<file path="src/rtl/zuse_muldiv_if.sv">
// Command/operand/result bundle between the FPU host control FSM (master)
// and the zuse_muldiv datapath (slave).
interface zuse_muldiv_if #(
   parameter int MANT_W = 15,
   parameter int EXP_W  = 7
);
   logic              mul;
   logic              div;
   logic              reg1_s;
   logic [EXP_W-1:0]  reg1_e;
   logic [MANT_W-1:0] reg1_m;
   logic              reg2_s;
   logic [EXP_W-1:0]  reg2_e;
   logic [MANT_W-1:0] reg2_m;
   logic              res_s;
   logic [EXP_W-1:0]  res_e;
   logic [MANT_W-1:0] res_m;
   logic              zero_flag;
   logic              overflow_flag;
   logic              underflow_flag;
   logic              idle;

   modport master (
      output mul, div, reg1_s, reg1_e, reg1_m, reg2_s, reg2_e, reg2_m,
      input  res_s, res_e, res_m, zero_flag, overflow_flag, underflow_flag, idle
   );

   modport slave (
      input  mul, div, reg1_s, reg1_e, reg1_m, reg2_s, reg2_e, reg2_m,
      output res_s, res_e, res_m, zero_flag, overflow_flag, underflow_flag, idle
   );
endinterface

</file>
<file path="src/rtl/zuse_muldiv.sv">
// Sequential multiply/divide for the 1/7/15 Zuse-style float format:
// shift-add multiply and restoring divide, one mantissa bit per clock.
module zuse_muldiv #(
   parameter int MANT_W = 15,
   parameter int EXP_W  = 7
) (
   input logic          clk,
   input logic          rst_n,
   zuse_muldiv_if.slave bus
);
   localparam int SIG_W  = MANT_W + 1;
   localparam int PROD_W = 2 * SIG_W;
   localparam int Q_W    = SIG_W + 1;
   localparam int XE_W   = EXP_W + 2;
   localparam int CNT_W  = $clog2(Q_W);

   localparam logic [EXP_W-1:0]        EXP_ZERO = {1'b1, {(EXP_W-1){1'b0}}};
   localparam logic [EXP_W-1:0]        EXP_INF  = {1'b0, {(EXP_W-1){1'b1}}};
   localparam logic signed [XE_W-1:0]  EXP_MAX  = XE_W'((2 ** (EXP_W-1)) - 2);
   localparam logic signed [XE_W-1:0]  EXP_MIN  = XE_W'(1 - (2 ** (EXP_W-1)));
   localparam logic [CNT_W-1:0]        MUL_LAST = CNT_W'(SIG_W - 1);
   localparam logic [CNT_W-1:0]        DIV_LAST = CNT_W'(SIG_W);

   typedef enum logic [1:0] {
      S_IDLE  = 2'd0,
      S_CHECK = 2'd1,
      S_ITER  = 2'd2,
      S_NORM  = 2'd3
   } state_t;

   state_t                   r_state, w_state_nxt;
   logic                     r_op_div, w_op_div_nxt;
   logic                     r_sign, w_sign_nxt;
   logic [EXP_W-1:0]         r_ea, w_ea_nxt, r_eb, w_eb_nxt;
   logic [SIG_W-1:0]         r_ma, w_ma_nxt, r_mb, w_mb_nxt;
   logic [CNT_W-1:0]         r_cnt, w_cnt_nxt;
   logic signed [XE_W-1:0]   r_exp, w_exp_nxt;
   logic [PROD_W-1:0]        r_prod, w_prod_nxt;
   logic [Q_W-1:0]           r_rem, w_rem_nxt, r_q, w_q_nxt;
   logic                     r_res_s, w_res_s_nxt;
   logic [EXP_W-1:0]         r_res_e, w_res_e_nxt;
   logic [MANT_W-1:0]        r_res_m, w_res_m_nxt;
   logic                     r_zero, w_zero_nxt, r_ovf, w_ovf_nxt, r_unf, w_unf_nxt;
   logic                     r_idle, w_idle_nxt;

   logic                     w_za, w_zb, w_ia, w_ib;
   logic                     w_undef, w_tozero, w_toinf;
   logic signed [XE_W-1:0]   w_xea, w_xeb, w_exp_ck, w_fexp;
   logic [SIG_W:0]           w_madd;
   logic [PROD_W-1:0]        w_mshift;
   logic                     w_dge;
   logic [SIG_W-1:0]         w_dsub;
   logic [Q_W-1:0]           w_drem;
   logic                     w_mul_hi, w_div_hi;
   logic [MANT_W-1:0]        w_frac;

   // Operand classification and exponent combination for the CHECK state.
   assign w_za     = (r_ea == EXP_ZERO);
   assign w_zb     = (r_eb == EXP_ZERO);
   assign w_ia     = (r_ea == EXP_INF);
   assign w_ib     = (r_eb == EXP_INF);
   assign w_undef  = r_op_div ? ((w_za & w_zb) | (w_ia & w_ib)) : ((w_za & w_ib) | (w_ia & w_zb));
   assign w_tozero = r_op_div ? (w_za | w_ib) : (w_za | w_zb);
   assign w_toinf  = r_op_div ? (w_ia | w_zb) : (w_ia | w_ib);
   assign w_xea    = {{2{r_ea[EXP_W-1]}}, r_ea};
   assign w_xeb    = {{2{r_eb[EXP_W-1]}}, r_eb};
   assign w_exp_ck = r_op_div ? (w_xea - w_xeb) : (w_xea + w_xeb);

   // One shift-add step: add multiplicand into the upper half, then shift right.
   assign w_madd   = r_prod[0] ? ({1'b0, r_prod[PROD_W-1:SIG_W]} + {1'b0, r_ma})
                               : {1'b0, r_prod[PROD_W-1:SIG_W]};
   assign w_mshift = {w_madd, r_prod[SIG_W-1:1]};

   // Restoring step; the remainder stays below twice the divisor.
   assign w_dge  = (r_rem >= {1'b0, r_mb});
   assign w_dsub = r_rem[SIG_W-1:0] - r_mb;
   assign w_drem = w_dge ? {w_dsub, 1'b0} : {r_rem[Q_W-2:0], 1'b0};

   // Normalisation: at most one position of adjustment for either op.
   assign w_mul_hi = r_prod[PROD_W-1];
   assign w_div_hi = r_q[Q_W-1];
   assign w_fexp   = r_op_div ? (r_exp - {{(XE_W-1){1'b0}}, ~w_div_hi})
                              : (r_exp + {{(XE_W-1){1'b0}}, w_mul_hi});
   assign w_frac   = r_op_div ? (w_div_hi ? r_q[Q_W-2:1] : r_q[Q_W-3:0])
                              : (w_mul_hi ? r_prod[PROD_W-2 -: MANT_W] : r_prod[PROD_W-3 -: MANT_W]);

   // Next-state and next-datapath logic.
   always_comb begin
      w_state_nxt  = r_state;
      w_op_div_nxt = r_op_div;
      w_sign_nxt   = r_sign;
      w_ea_nxt     = r_ea;
      w_eb_nxt     = r_eb;
      w_ma_nxt     = r_ma;
      w_mb_nxt     = r_mb;
      w_cnt_nxt    = r_cnt;
      w_exp_nxt    = r_exp;
      w_prod_nxt   = r_prod;
      w_rem_nxt    = r_rem;
      w_q_nxt      = r_q;
      w_res_s_nxt  = r_res_s;
      w_res_e_nxt  = r_res_e;
      w_res_m_nxt  = r_res_m;
      w_zero_nxt   = r_zero;
      w_ovf_nxt    = r_ovf;
      w_unf_nxt    = r_unf;
      w_idle_nxt   = r_idle;
      case (r_state)
         S_IDLE: begin
            if (bus.mul || bus.div) begin
               w_op_div_nxt = ~bus.mul;
               w_sign_nxt   = bus.reg1_s ^ bus.reg2_s;
               w_ea_nxt     = bus.reg1_e;
               w_eb_nxt     = bus.reg2_e;
               w_ma_nxt     = {1'b1, bus.reg1_m};
               w_mb_nxt     = {1'b1, bus.reg2_m};
               w_cnt_nxt    = {CNT_W{1'b0}};
               w_idle_nxt   = 1'b0;
               w_state_nxt  = S_CHECK;
            end else begin
               w_state_nxt  = S_IDLE;
            end
         end
         S_CHECK: begin
            if (w_undef || w_tozero) begin
               w_res_s_nxt = 1'b0;
               w_res_e_nxt = EXP_ZERO;
               w_res_m_nxt = {MANT_W{1'b0}};
               w_zero_nxt  = 1'b1;
               w_ovf_nxt   = w_undef;
               w_unf_nxt   = 1'b0;
               w_idle_nxt  = 1'b1;
               w_state_nxt = S_IDLE;
            end else if (w_toinf) begin
               w_res_s_nxt = r_sign;
               w_res_e_nxt = EXP_INF;
               w_res_m_nxt = {MANT_W{1'b0}};
               w_zero_nxt  = 1'b0;
               w_ovf_nxt   = 1'b1;
               w_unf_nxt   = 1'b0;
               w_idle_nxt  = 1'b1;
               w_state_nxt = S_IDLE;
            end else begin
               w_exp_nxt   = w_exp_ck;
               w_prod_nxt  = {{SIG_W{1'b0}}, r_mb};
               w_rem_nxt   = {1'b0, r_ma};
               w_q_nxt     = {Q_W{1'b0}};
               w_state_nxt = S_ITER;
            end
         end
         S_ITER: begin
            w_cnt_nxt = r_cnt + CNT_W'(1);
            if (r_op_div) begin
               w_rem_nxt   = w_drem;
               w_q_nxt     = {r_q[Q_W-2:0], w_dge};
               w_state_nxt = (r_cnt == DIV_LAST) ? S_NORM : S_ITER;
            end else begin
               w_prod_nxt  = w_mshift;
               w_state_nxt = (r_cnt == MUL_LAST) ? S_NORM : S_ITER;
            end
         end
         S_NORM: begin
            w_idle_nxt  = 1'b1;
            w_state_nxt = S_IDLE;
            if (w_fexp > EXP_MAX) begin
               w_res_s_nxt = r_sign;
               w_res_e_nxt = EXP_INF;
               w_res_m_nxt = {MANT_W{1'b0}};
               w_zero_nxt  = 1'b0;
               w_ovf_nxt   = 1'b1;
               w_unf_nxt   = 1'b0;
            end else if (w_fexp < EXP_MIN) begin
               w_res_s_nxt = 1'b0;
               w_res_e_nxt = EXP_ZERO;
               w_res_m_nxt = {MANT_W{1'b0}};
               w_zero_nxt  = 1'b1;
               w_ovf_nxt   = 1'b0;
               w_unf_nxt   = 1'b1;
            end else begin
               w_res_s_nxt = r_sign;
               w_res_e_nxt = w_fexp[EXP_W-1:0];
               w_res_m_nxt = w_frac;
               w_zero_nxt  = 1'b0;
               w_ovf_nxt   = 1'b0;
               w_unf_nxt   = 1'b0;
            end
         end
         default: begin
            w_idle_nxt  = 1'b1;
            w_state_nxt = S_IDLE;
         end
      endcase
   end

   // State and datapath registers; reset aborts any operation in flight.
   always_ff @(posedge clk or negedge rst_n) begin
      if (!rst_n) begin
         r_state  <= S_IDLE;
         r_op_div <= 1'b0;
         r_sign   <= 1'b0;
         r_ea     <= {EXP_W{1'b0}};
         r_eb     <= {EXP_W{1'b0}};
         r_ma     <= {SIG_W{1'b0}};
         r_mb     <= {SIG_W{1'b0}};
         r_cnt    <= {CNT_W{1'b0}};
         r_exp    <= {XE_W{1'b0}};
         r_prod   <= {PROD_W{1'b0}};
         r_rem    <= {Q_W{1'b0}};
         r_q      <= {Q_W{1'b0}};
         r_res_s  <= 1'b0;
         r_res_e  <= {EXP_W{1'b0}};
         r_res_m  <= {MANT_W{1'b0}};
         r_zero   <= 1'b0;
         r_ovf    <= 1'b0;
         r_unf    <= 1'b0;
         r_idle   <= 1'b1;
      end else begin
         r_state  <= w_state_nxt;
         r_op_div <= w_op_div_nxt;
         r_sign   <= w_sign_nxt;
         r_ea     <= w_ea_nxt;
         r_eb     <= w_eb_nxt;
         r_ma     <= w_ma_nxt;
         r_mb     <= w_mb_nxt;
         r_cnt    <= w_cnt_nxt;
         r_exp    <= w_exp_nxt;
         r_prod   <= w_prod_nxt;
         r_rem    <= w_rem_nxt;
         r_q      <= w_q_nxt;
         r_res_s  <= w_res_s_nxt;
         r_res_e  <= w_res_e_nxt;
         r_res_m  <= w_res_m_nxt;
         r_zero   <= w_zero_nxt;
         r_ovf    <= w_ovf_nxt;
         r_unf    <= w_unf_nxt;
         r_idle   <= w_idle_nxt;
      end
   end

   assign bus.res_s          = r_res_s;
   assign bus.res_e          = r_res_e;
   assign bus.res_m          = r_res_m;
   assign bus.zero_flag      = r_zero;
   assign bus.overflow_flag  = r_ovf;
   assign bus.underflow_flag = r_unf;
   assign bus.idle           = r_idle;
endmodule

</file>
<file path="src/flat_wrapper.sv">
// flat-port wrapper written by rule: the top's interface ports become plain ports
module zuse_muldiv_flat 
#(
   parameter int MANT_W = 15,
   parameter int EXP_W  = 7
)
  (clk, rst_n, bus_mul, bus_div, bus_reg1_s, bus_reg1_e, bus_reg1_m, bus_reg2_s, bus_reg2_e, bus_reg2_m, bus_res_s, bus_res_e, bus_res_m, bus_zero_flag, bus_overflow_flag, bus_underflow_flag, bus_idle);
  zuse_muldiv_if #(.MANT_W(MANT_W), .EXP_W(EXP_W)) bus_i ();
  input logic clk;
  input logic rst_n;
  input wire logic [$bits(bus_i.mul)-1:0] bus_mul;
  input wire logic [$bits(bus_i.div)-1:0] bus_div;
  input wire logic [$bits(bus_i.reg1_s)-1:0] bus_reg1_s;
  input wire logic [$bits(bus_i.reg1_e)-1:0] bus_reg1_e;
  input wire logic [$bits(bus_i.reg1_m)-1:0] bus_reg1_m;
  input wire logic [$bits(bus_i.reg2_s)-1:0] bus_reg2_s;
  input wire logic [$bits(bus_i.reg2_e)-1:0] bus_reg2_e;
  input wire logic [$bits(bus_i.reg2_m)-1:0] bus_reg2_m;
  output wire logic [$bits(bus_i.res_s)-1:0] bus_res_s;
  output wire logic [$bits(bus_i.res_e)-1:0] bus_res_e;
  output wire logic [$bits(bus_i.res_m)-1:0] bus_res_m;
  output wire logic [$bits(bus_i.zero_flag)-1:0] bus_zero_flag;
  output wire logic [$bits(bus_i.overflow_flag)-1:0] bus_overflow_flag;
  output wire logic [$bits(bus_i.underflow_flag)-1:0] bus_underflow_flag;
  output wire logic [$bits(bus_i.idle)-1:0] bus_idle;
  assign bus_i.mul = bus_mul;
  assign bus_i.div = bus_div;
  assign bus_i.reg1_s = bus_reg1_s;
  assign bus_i.reg1_e = bus_reg1_e;
  assign bus_i.reg1_m = bus_reg1_m;
  assign bus_i.reg2_s = bus_reg2_s;
  assign bus_i.reg2_e = bus_reg2_e;
  assign bus_i.reg2_m = bus_reg2_m;
  assign bus_res_s = bus_i.res_s;
  assign bus_res_e = bus_i.res_e;
  assign bus_res_m = bus_i.res_m;
  assign bus_zero_flag = bus_i.zero_flag;
  assign bus_overflow_flag = bus_i.overflow_flag;
  assign bus_underflow_flag = bus_i.underflow_flag;
  assign bus_idle = bus_i.idle;
  zuse_muldiv #(.MANT_W(MANT_W), .EXP_W(EXP_W)) u_core (.clk(clk), .rst_n(rst_n), .bus(bus_i));
endmodule
</file>
<file path="config.mk">
export PLATFORM = sky130hd
export DESIGN_NAME = zuse_muldiv_flat
export DESIGN_NICKNAME = d
export VERILOG_FILES = /design/src/rtl/zuse_muldiv_if.sv /design/src/rtl/zuse_muldiv.sv /design/src/flat_wrapper.sv
export SDC_FILE = /design/constraint.sdc
export NUM_CORES = 1
export LEC_CHECK = 0
export BUFFER_PORTS_ARGS = -buffer_cell sky130_fd_sc_hd__buf_2
export CAP_MARGIN = 10
export CORE_UTILIZATION = 35
export CTS_BUF_LIST = sky130_fd_sc_hd__clkbuf_8
export CTS_CLUSTER_DIAMETER = 200
export CTS_CLUSTER_SIZE = 24
export DETAILED_ROUTE_END_ITERATION = 10
export PLACE_DENSITY_LB_ADDON = 0.3
export SETUP_SLACK_MARGIN = 0.2
export SYNTH_ARGS = -nofsm -noshare
export SYNTH_HDL_FRONTEND = slang
export SYNTH_SLANG_ARGS = --single-unit
</file>
<file path="constraint.sdc">
create_clock -name clk -period 3.6 [get_ports clk]
set_clock_uncertainty 0.2 [all_clocks]
set_input_delay 0.18 -clock clk [delete_from_list [all_inputs] [get_ports clk]]
set_output_delay 0.18 -clock clk [all_outputs]
set_load 0.1 [all_outputs]
</file>
==> results of run 1 <==
logic make-up after synthesis:
| kind of cell | after synthesis | share of synthesized area [%] |
|---|---|---|
| xor gates and xnor gates | 40 | 4.00 |
| DFF | 155 | 41.7 |
| adders and majority gates | 54 | 7.58 |
| and+or+nand+nor | 386 | 18.3 |
| buffers and inverters | 82 | 3.91 |
| muxes | 32 | 3.44 |
| AOI/OAI and AO/OA | 313 | 21.1 |
worst min path at each step:
stage | from | to | slack, ns | cells past startpoint
floorplan | rst_n | async pin | -0.32 | 0
global placement | rst_n | u_core.bus.res_m[5] | -0.07 | 1
detailed placement | rst_n | u_core.bus.res_m[8] | -0.06 | 1
CTS | bus_div | u_core.r_mb[15] | 0.08 | 4
global route | bus_div | u_core.r_mb[15] | 0.11 | 4
finish | bus_div | u_core.r_mb[15] | 0.11 | 4
critical path, cell delays in order, from the launching register on:
cell,delay (ns)
sky130_fd_sc_hd__dfrtp_1,0.41
sky130_fd_sc_hd__inv_2,0.11
sky130_fd_sc_hd__nand2_2,0.06
sky130_fd_sc_hd__o21ai_0,0.08
sky130_fd_sc_hd__ha_2,0.22
sky130_fd_sc_hd__inv_1,0.05
sky130_fd_sc_hd__fa_2,0.37
sky130_fd_sc_hd__a21o_1,0.18
sky130_fd_sc_hd__a21oi_2,0.17
sky130_fd_sc_hd__xnor2_2,0.16
sky130_fd_sc_hd__nand2_1,0.11
sky130_fd_sc_hd__o311a_1,0.32
sky130_fd_sc_hd__mux2i_2,0.21
sky130_fd_sc_hd__nor2_4,0.07
sky130_fd_sc_hd__buf_12,0.14
sky130_fd_sc_hd__a22o_1,0.22
sequential cells by signal, summed over array words and instances, names as in the netlist, 5 cells and up, named ones only:
| signal | cells |
|---|---|
| u_core.r_exp | 8 |
| u_core.r_q | 17 |
| u_core.bus.res_m | 15 |
| u_core.r_prod | 32 |
| u_core.bus.res_e | 7 |
| u_core.r_mb | 16 |
| u_core.r_rem | 17 |
| u_core.r_eb | 7 |
| u_core.r_ea | 7 |
| u_core.r_cnt | 5 |
| u_core.r_ma | 15 |
cells in the mapped netlist (3+ instances only):
cell                       number
sky130_fd_sc_hd__nand2_1      207
sky130_fd_sc_hd__dfrtp_1      154
sky130_fd_sc_hd__o21ai_0      102
sky130_fd_sc_hd__a21oi_1       80
sky130_fd_sc_hd__nor2_1        78
sky130_fd_sc_hd__ha_1          50
sky130_fd_sc_hd__inv_1         34
sky130_fd_sc_hd__clkbuf_1      32
sky130_fd_sc_hd__mux2i_1       32
sky130_fd_sc_hd__xnor2_1       30
sky130_fd_sc_hd__a211oi_1      25
sky130_fd_sc_hd__nor2b_1       23
sky130_fd_sc_hd__a21o_1        19
sky130_fd_sc_hd__nand3_1       17
sky130_fd_sc_hd__a22o_1        15
sky130_fd_sc_hd__nor3_1        14
sky130_fd_sc_hd__o21a_1        13
sky130_fd_sc_hd__nand2b_1       8
sky130_fd_sc_hd__nand4_1        8
sky130_fd_sc_hd__o22ai_1        8
sky130_fd_sc_hd__or3_1          8
sky130_fd_sc_hd__xor2_1         7
sky130_fd_sc_hd__buf_6          6
sky130_fd_sc_hd__o21ai_1        6
sky130_fd_sc_hd__a31oi_1        5
sky130_fd_sc_hd__buf_1          5
sky130_fd_sc_hd__buf_2          4
sky130_fd_sc_hd__fa_1           4
sky130_fd_sc_hd__o211ai_1       4
sky130_fd_sc_hd__o31ai_1        4
sky130_fd_sc_hd__a22oi_1        3
sky130_fd_sc_hd__and3_1         3
sky130_fd_sc_hd__nor4_1         3
sky130_fd_sc_hd__o21bai_1       3
sky130_fd_sc_hd__or2_2          3
layout make-up:
class                   count  area [um^2]
multi-input cells         825         5130
repair buffers            146         1070
flip-flops and latches    155         3880
fillers                  2611        15000
inverters                  34          128
clock inverters            15          215
clock buffers              17          234
well taps                 335          419
placed cells by master (no fill, tap or decap), types with 22 or more instances in the layout:
cell / n
sky130_fd_sc_hd__a211oi_1: 23
sky130_fd_sc_hd__a21oi_1: 78
sky130_fd_sc_hd__inv_1: 33
sky130_fd_sc_hd__xnor2_1: 29
sky130_fd_sc_hd__nor2_1: 77
sky130_fd_sc_hd__o21ai_0: 101
sky130_fd_sc_hd__dlygate4sd3_1: 50
sky130_fd_sc_hd__mux2i_1: 31
sky130_fd_sc_hd__nor2b_1: 22
sky130_fd_sc_hd__dfrtp_1: 154
sky130_fd_sc_hd__nand2_1: 206
sky130_fd_sc_hd__buf_2: 75
sky130_fd_sc_hd__ha_1: 49
per-layer routing:
layer	routed length [um]	GRT usage, %
met4	331	4.55
met1	11600	25.3
met3	917	3.10
met2	10600	29.0
met5	0	0
metrics by stage:
stage	util [%]	instances	setup WS, ns	hold WS (ns)
final	42.5	1527	0.416	0.112
after global placement	38.5	1443	0.261	-0.0651
after global routing	42.5	1527	0.239	0.112
after CTS	42.3	1526	0.343	0.0830
after detailed placement	38.5	1443	0.199	-0.0570
after floorplan	-	1062	0.201	-0.316
repair_timing:
action	CTS	global route
gates resized for setup	1	11
pin swaps	0	1
endpoints found under the hold margin	201	0
setup buffers	0	1
endpoints found under the setup margin	15	24
hold buffers	51	0
==> results.ini, run 1 <==
[setup_path]
critPathKind = reg -> reg
worstReg2RegEnd = u_core.bus.res_m[4]
setup.worst_path.end_class = flop
critical_path_arrival_ns = 3.35
cp.required_ns = 3.76
worstPathMaxFanout = 15
worst_reg_to_reg_path_cell_count = 15
rr_startpoint = u_core.r_op_div
reg2reg_setup_slack_ns = 0.42
crit_start = u_core.r_op_div
critPathCapture = u_core.bus.res_m[4]
crit_path_start_kind = flop

[global_route]
grt_pass1_vias = 7683
grt_usage_pct = 18.1
grt_antenna_before_repair = 0
grt_max_degree = 75
grt_overflow_total = 0
wire_length_of_the_first_global_routing_pass_um = 38900

[logic_synthesis]
synthDominantAreaCellType = sky130_fd_sc_hd__dfrtp_1
synth.distinct_cells = 71
synth.yosys.warnings = 0
synthesis.area_per_instance_um2 = 8.77
syn-num-nets = 1166
synth_seq_cells = 155
largest_cells_by_area_after_synthesis = sky130_fd_sc_hd__dfrtp_1 41%, sky130_fd_sc_hd__nand2_1 8.3%, sky130_fd_sc_hd__ha_1 6.7%, sky130_fd_sc_hd__o21ai_0 5.5%, sky130_fd_sc_hd__a21oi_1 4.3%
synth_top_area_share_pct = 41.4
synth-edff-count = 0
synth_area_mm2 = 0.00931
proportion_of_synthesized_flip_flops_having_asynchronous_set_or_reset_pct = 100
yosysSeqAreaShare_pct = 41.7
synth_cells = 1062
ys.flop_type = sky130_fd_sc_hd__dfrtp_1

[sta]
layout_worst_path_cycle_share_pct = 88.5
max-slew-margin-rel_pct = 33.3
unrepaired_setup_endpoints_after_global_routing = no
drv_slew = 0
setup_tns_ns = 0
final-setup-viol-count = 0
fmax_mhz = 314
final_hold_viol_count = 0
max_slew.worst_pin.slew_ns = 0.999
final.min_clock_period_ns = 3.18

[floorplan]
dieArea_mm2 = 0.0273
initial_core_utilization_pct = 35.7
chipHeight_um = 165
top_level_ports = 77
die_w_um = 165
floorplan.core_area_mm2 = 0.0261
rows = 59

[route]
drt.antenna.violating_nets = 0
routed_wire_length_per_instance_um = 15.4
detail_route.iter0.violations = 494
total_length_of_routed_wires_um = 23500
first_pass_iters = 5
detailroute.via_count = 7943
drt_drc_violations_left = 0
via_per_inst = 5.20

[placement]
dp_hpwl_um = 16500
finalWeightedCongestion = 0.857
port-buffer-count = 76
dpl-instance-area_mm2 = 0.0100

[cts]
ctsRootBufferMaster = sky130_fd_sc_hd__clkbuf_8
worst_setup_hold_path_clk_slew_ns = 0.10
worst_skew_pair.late_latency_ns = 0.47
htree_num_levels = 4
cts_buffers = 17
cts_tree = done
clk_path_buf_depth = 2
cts_sinks = 155

[cells_and_area]
layout_cell_share_with_drive_strength_beyond_1_pct = 13.8
antenna_cells_inserted = 0
flow.area_growth_from_synthesis_pct = 19.0
num-nets-final = 1283
final_area_mm2 = 0.0111

[worst_hold_path]
worst_hold_path_type = in -> reg

[run_status]
status = finished clean

[run]
max-cap-violations = 0

Power of run 1 is not shown: default switching activity piles up to over one toggle a cycle in this logic, so the estimate is an artifact.
==> inputs of run 2 (changes only) <==
--- a/config.mk
+++ b/config.mk
@@ -7,13 +7,14 @@
 export LEC_CHECK = 0
 export BUFFER_PORTS_ARGS = -buffer_cell sky130_fd_sc_hd__buf_2
 export CAP_MARGIN = 10
-export CORE_UTILIZATION = 35
+export CORE_UTILIZATION = 25
 export CTS_BUF_LIST = sky130_fd_sc_hd__clkbuf_8
 export CTS_CLUSTER_DIAMETER = 200
 export CTS_CLUSTER_SIZE = 24
 export DETAILED_ROUTE_END_ITERATION = 10
 export PLACE_DENSITY_LB_ADDON = 0.3
 export SETUP_SLACK_MARGIN = 0.2
+export SLEW_MARGIN = 5
 export SYNTH_ARGS = -nofsm -noshare
 export SYNTH_HDL_FRONTEND = slang
 export SYNTH_SLANG_ARGS = --single-unit
==> constraint.sdc (replaced) <==
create_clock -name clk -period 3.45 [get_ports clk]
set_clock_uncertainty 0.2 [all_clocks]
set_input_delay 0.1725 -clock clk [delete_from_list [all_inputs] [get_ports clk]]
set_output_delay 0.1725 -clock clk [all_outputs]
set_load 0.1 [all_outputs]
==> run 2 against run 1 <==
Net effect:
- worst hold slack lost 0.10 ns
- final cell count rose by 9.2%
- maximum frequency fell by 0.83%
- via count down 0.42%
- largest cell class unchanged
- critical path depth is the same
- flip-flop and latch count did not move
==> results.ini, run 2 (synthesis results as in run 1) <==
[cts]
cts_sinks = 155
cts_tree = done
ctsRootBufferMaster = sky130_fd_sc_hd__clkbuf_8
worst_setup_hold_path_clk_slew_ns = 0.11
worst_skew_pair.late_latency_ns = 0.49
htree_num_levels = 4
clk_path_buf_depth = 2
cts_buffers = 17

[sta]
final.min_clock_period_ns = 3.21
layout_worst_path_cycle_share_pct = 93.1
max-slew-margin-rel_pct = 31.1
drv_slew = 0
final-setup-viol-count = 0
final_hold_viol_count = 0
max_slew.worst_pin.slew_ns = 1.03
fmax_mhz = 311
setup_tns_ns = 0
unrepaired_setup_endpoints_after_global_routing = yes

[cells_and_area]
registers_with_the_most_flip_flops = u_core.r_prod: 32 flops, u_core.r_q: 17 flops, u_core.r_rem: 17 flops
largest_reg_flops = 32
antenna_cells_inserted = 0
final_cell_mix = 206 x sky130_fd_sc_hd__nand2_1, 154 x sky130_fd_sc_hd__dfrtp_1, 101 x sky130_fd_sc_hd__o21ai_0
final_common_cell = sky130_fd_sc_hd__nand2_1
layout_cell_share_with_drive_strength_beyond_1_pct = 14.3
num-nets-final = 1290
fillerInstances = 3905
flow.area_growth_from_synthesis_pct = 20.5
max_flop_register = u_core.r_prod

[setup_path]
cpMaxStageDelayCell = sky130_fd_sc_hd__dfrtp_1
setup.worst_path.end_class = flop
cp.required_ns = 3.63
rr_startpoint = u_core.r_op_div
worstPathMaxFanout = 8
critical_path_arrival_ns = 3.39
crit_start = u_core.r_op_div
crit_path_start_kind = flop
critical_path_cell_by_cell = inv_2 > nand2_4 > o21ai_2 > ha_2 > inv_2 > fa_2 > a21o_1 > a21oi_2 > xnor2_2 > nand2_1 > o311a_1 > mux2i_4 > nor2_4 > buf_12 > a22o_1
cp_common_cell = sky130_fd_sc_hd__inv_2
critPathKind = reg -> reg
cp_delay_by_family_top = compound AO/OA/AOI/OAI gates
critical-path-max-stage-delay_ns = 0.40
path_buf_inv = 3

[route]
detailed_routing_wirelength_on_met1_um = 12700
detail_route.iter0.violations = 431
total_length_of_routed_wires_um = 25100
detailroute.via_count = 7910
highest-signal-layer = met4
drt.antenna.violating_nets = 0
routed_wire_length_per_instance_um = 15.1
first_pass_iters = 7
route.met2.wl_um = 11500
drt_drc_violations_left = 0
via_per_inst = 4.75
met3_wirelength_um = 707

[global_route]
grt_pass1_vias = 7787
grt_usage_pct = 13.6
grt_antenna_before_repair = 0
grt_max_degree = 72
grt_overflow_total = 0
wire_length_of_the_first_global_routing_pass_um = 41500

[floorplan]
top_level_ports = 77
initial_core_utilization_pct = 25.4
rows = 70
dieArea_mm2 = 0.0380
chipHeight_um = 195
die_w_um = 195
floorplan.core_area_mm2 = 0.0366

[worst_hold_path]
worst_hold_path_type = in -> async

[run_status]
status = finished clean

[placement]
dp_hpwl_um = 18100
port-buffer-count = 76
finalWeightedCongestion = 0.827

[run]
max-cap-violations = 0

==> run 2: stage by stage <==
| step | setup slack, ns | instance area [um^2] | util (%) | std cells | hold slack [ns] |
|---|---|---|---|---|---|
| floorplan | 0.237 | 9350 | - | 1062 | -0.323 |
| global placement | 0.0815 | 10200 | 28.0 | 1578 | -0.00632 |
| detailed placement | 0.0511 | 10200 | 28.0 | 1578 | 0.000183 |
| CTS | 0.201 | 11100 | 30.4 | 1661 | 0.0248 |
| global route | 0.0660 | 11200 | 30.6 | 1667 | 0.0483 |
| finish | 0.239 | 11200 | 30.6 | 1667 | 0.00973 |
==> run 2: path summary, 6_finish.rpt <==
path,slack (ns),cells after the start,endpoint
max reg2reg,0.24,15,u_core.bus.res_m[4]
min,0.01,2,u_core.r_q[8]
max,0.24,15,u_core.bus.res_m[4]
min in group clk,0.13,3,u_core.r_state[0]
max in group asynchronous,2.20,3,u_core.r_prod[6]
min reg2reg,0.29,1,u_core.bus.res_e[6]
==> run 2: timing repair <==
action                                 CTS  global route
cloned                                   0             1
endpoints found under the hold margin  117             0
setup buffers                            2             5
pin swaps                                2            18
setup endpoints to repair               15            34
resized for setup                        3            10
hold buffers                            49             0
==> run 2: final cells by class <==
class                           count  area (um^2)  share of cell area [%]
Clock buffer                       17          234                    2.09
Tap cell                          468          586                    5.22
Multi-Input combinational cell    825         5140                    45.8
Clock inverter                     15          118                    1.05
Timing Repair Buffer              153         1130                    10.1
Sequential cell                   155         3880                    34.6
Inverter                           34          128                    1.14
==> run 2: per-layer routing <==
metal  up-vias  track usage (%)
met3        18             2.37
met2       133             22.0
met5         -                0
met1      3779             19.0
li1       3980                -
met4         0             2.89
Power of run 2 is left out for the same reason.
==> inputs of run 3 (changes only) <==
--- a/config.mk
+++ b/config.mk
@@ -12,6 +12,7 @@
 export CTS_CLUSTER_DIAMETER = 200
 export CTS_CLUSTER_SIZE = 24
 export DETAILED_ROUTE_END_ITERATION = 10
+export HOLD_SLACK_MARGIN = 0.05
 export PLACE_DENSITY_LB_ADDON = 0.3
 export SETUP_SLACK_MARGIN = 0.2
 export SLEW_MARGIN = 5
==> run 3 against run 2 <==
Net effect:
- final cell count rose by 0.12%
- worst hold slack better by 0.11 ns
- wire length rose by 0.52%
- critical path depth unchanged
- cell area up 0.27%
==> results.ini, run 3 (synthesis results as in run 1) <==
[run_status]
status = finished clean

[cts]
cts_tree = done
ctsRootBufferMaster = sky130_fd_sc_hd__clkbuf_8
cts_sinks = 155
htree_num_levels = 4
worst_setup_hold_path_clk_slew_ns = 0.09
clk_path_buf_depth = 2
worst_skew_pair.late_latency_ns = 0.49
cts_buffers = 17

[global_route]
grt_overflow_total = 0
grt_pass1_vias = 7799
grt_usage_pct = 13.7
grt_antenna_before_repair = 0
wire_length_of_the_first_global_routing_pass_um = 41700
grt_max_degree = 72

[sta]
layout_worst_path_cycle_share_pct = 93.1
max-slew-margin-rel_pct = 31.6
fmax_mhz = 311
timing.final.ws_setup_ns = 0.238
final_hold_viol_count = 0
max_slew.worst_pin.slew_ns = 1.03
setup_tns_ns = 0
unrepaired_setup_endpoints_after_global_routing = yes
final.min_clock_period_ns = 3.21
worst_hold_slack_ns = 0.119
final-setup-viol-count = 0
drv_slew = 0

[setup_path]
reg2reg_setup_slack_ns = 0.24
critPathCapture = u_core.bus.res_m[4]
logic_depth_of_the_worst_setup_path_including_buffers = 15
worst_reg_to_reg_path_cell_count = 15
critical_path_cell_by_cell = inv_2 > nand2_4 > o21ai_2 > ha_2 > inv_2 > fa_2 > a21o_1 > a21oi_2 > xnor2_2 > nand2_1 > o311a_1 > mux2i_4 > nor2_4 > buf_12 > a22o_1
critPathKind = reg -> reg
critical-path-max-stage-delay_ns = 0.40
cp_common_cell = sky130_fd_sc_hd__inv_2
cp.required_ns = 3.63
setup.worst_path.end_class = flop
crit_path_start_kind = flop
cp_delay_by_family_top = compound AO/OA/AOI/OAI gates
crit_start = u_core.r_op_div
critical_path_arrival_ns = 3.39
cpMaxStageDelayCell = sky130_fd_sc_hd__dfrtp_1
rr_startpoint = u_core.r_op_div
worstPathMaxFanout = 8
path_buf_inv = 3
worstReg2RegEnd = u_core.bus.res_m[4]

[route]
drt_drc_violations_left = 0
detailroute.via_count = 7917
drt.antenna.violating_nets = 0
first_pass_iters = 5
total_length_of_routed_wires_um = 25200
via_per_inst = 4.74
routed_wire_length_per_instance_um = 15.1
detail_route.iter0.violations = 422

[cells_and_area]
largest_reg_flops = 32
layout_cell_share_with_drive_strength_beyond_1_pct = 14.4
fillerInstances = 3903
final_common_cell = sky130_fd_sc_hd__nand2_1
antenna_cells_inserted = 0
final_cell_mix = 206 x sky130_fd_sc_hd__nand2_1, 154 x sky130_fd_sc_hd__dfrtp_1, 101 x sky130_fd_sc_hd__o21ai_0
flow.area_growth_from_synthesis_pct = 20.8
max_flop_register = u_core.r_prod
registers_with_the_most_flip_flops = u_core.r_prod: 32 flops, u_core.r_q: 17 flops, u_core.r_rem: 17 flops
num-nets-final = 1292
instances_no_fill = 1669

[worst_hold_path]
worst_hold_path_type = in -> reg
hold_depth = 3

[floorplan]
initial_core_utilization_pct = 25.4
top_level_ports = 77
dieArea_mm2 = 0.0380
die_w_um = 195
floorplan.core_area_mm2 = 0.0366
chipHeight_um = 195
rows = 70

[placement]
finalWeightedCongestion = 0.827
place_ws_ns = 0.0511
placed_cells_incl_taps = 1578
dp_hpwl_um = 18100
port-buffer-count = 76

[run]
max-cap-violations = 0

## run 3: through the flow
step	util, %	area (um^2)
2_1_floorplan	-	9350
3_3_place_gp	28.0	10200
3_5_place_dp	28.0	10200
4_1_cts	30.4	11100
5_1_grt	30.7	11200
6_report	30.7	11200
## run 3: worst min path at each step
stage	start	end	slack, ns
6_report	bus_div	u_core.r_state[0]	0.12
3_5_place_dp	rst_n	u_core.r_q[8]	0.0002
2_1_floorplan	rst_n	async pin	-0.32
4_1_cts	bus_div	u_core.r_state[0]	0.11
5_1_grt	bus_div	u_core.r_state[0]	0.12
3_3_place_gp	rst_n	u_core.r_q[8]	-0.006
## run 3: worst reg2reg max path, cell delays in order (launching register included)
cell and delay [ns]:
sky130_fd_sc_hd__dfrtp_1 0.40, sky130_fd_sc_hd__inv_2 0.10, sky130_fd_sc_hd__nand2_4 0.08, sky130_fd_sc_hd__o21ai_2 0.06, sky130_fd_sc_hd__ha_2 0.20, sky130_fd_sc_hd__inv_2 0.04
sky130_fd_sc_hd__fa_2 0.38, sky130_fd_sc_hd__a21o_1 0.21, sky130_fd_sc_hd__a21oi_2 0.16, sky130_fd_sc_hd__xnor2_2 0.15, sky130_fd_sc_hd__nand2_1 0.10, sky130_fd_sc_hd__o311a_1 0.39
sky130_fd_sc_hd__mux2i_4 0.20, sky130_fd_sc_hd__nor2_4 0.07, sky130_fd_sc_hd__buf_12 0.14, sky130_fd_sc_hd__a22o_1 0.22
## run 3: final cells by class
cell class,count,area [um^2],share of cell area (%)
Multi-Input combinational cell,825,5140,45.7
Sequential cell,155,3880,34.5
Timing Repair Buffer,155,1160,10.3
Tap cell,468,586,5.21
Clock buffer,17,234,2.08
Clock inverter,15,118,1.05
Inverter,34,128,1.13
## run 3: per-layer routing
layer,share of wire [%],GRT usage (%),vias to the layer above
met5,0,0,-
met4,0.85,2.89,0
met3,2.8,2.37,18
met2,46,22.1,130
met1,50,19.1,3783
li1,-,-,3986
## run 3: timing repair
action                                  in CTS  in global routing
gates cloned                                 0                  1
hold buffers                                51                  0
hold endpoints to repair                   200                  0
buffers inserted                             2                  5
pin swaps                                    2                 18
endpoints found under the setup margin      15                 34
resized for setup                            3                 10
Power of run 3 is left out for the same reason.
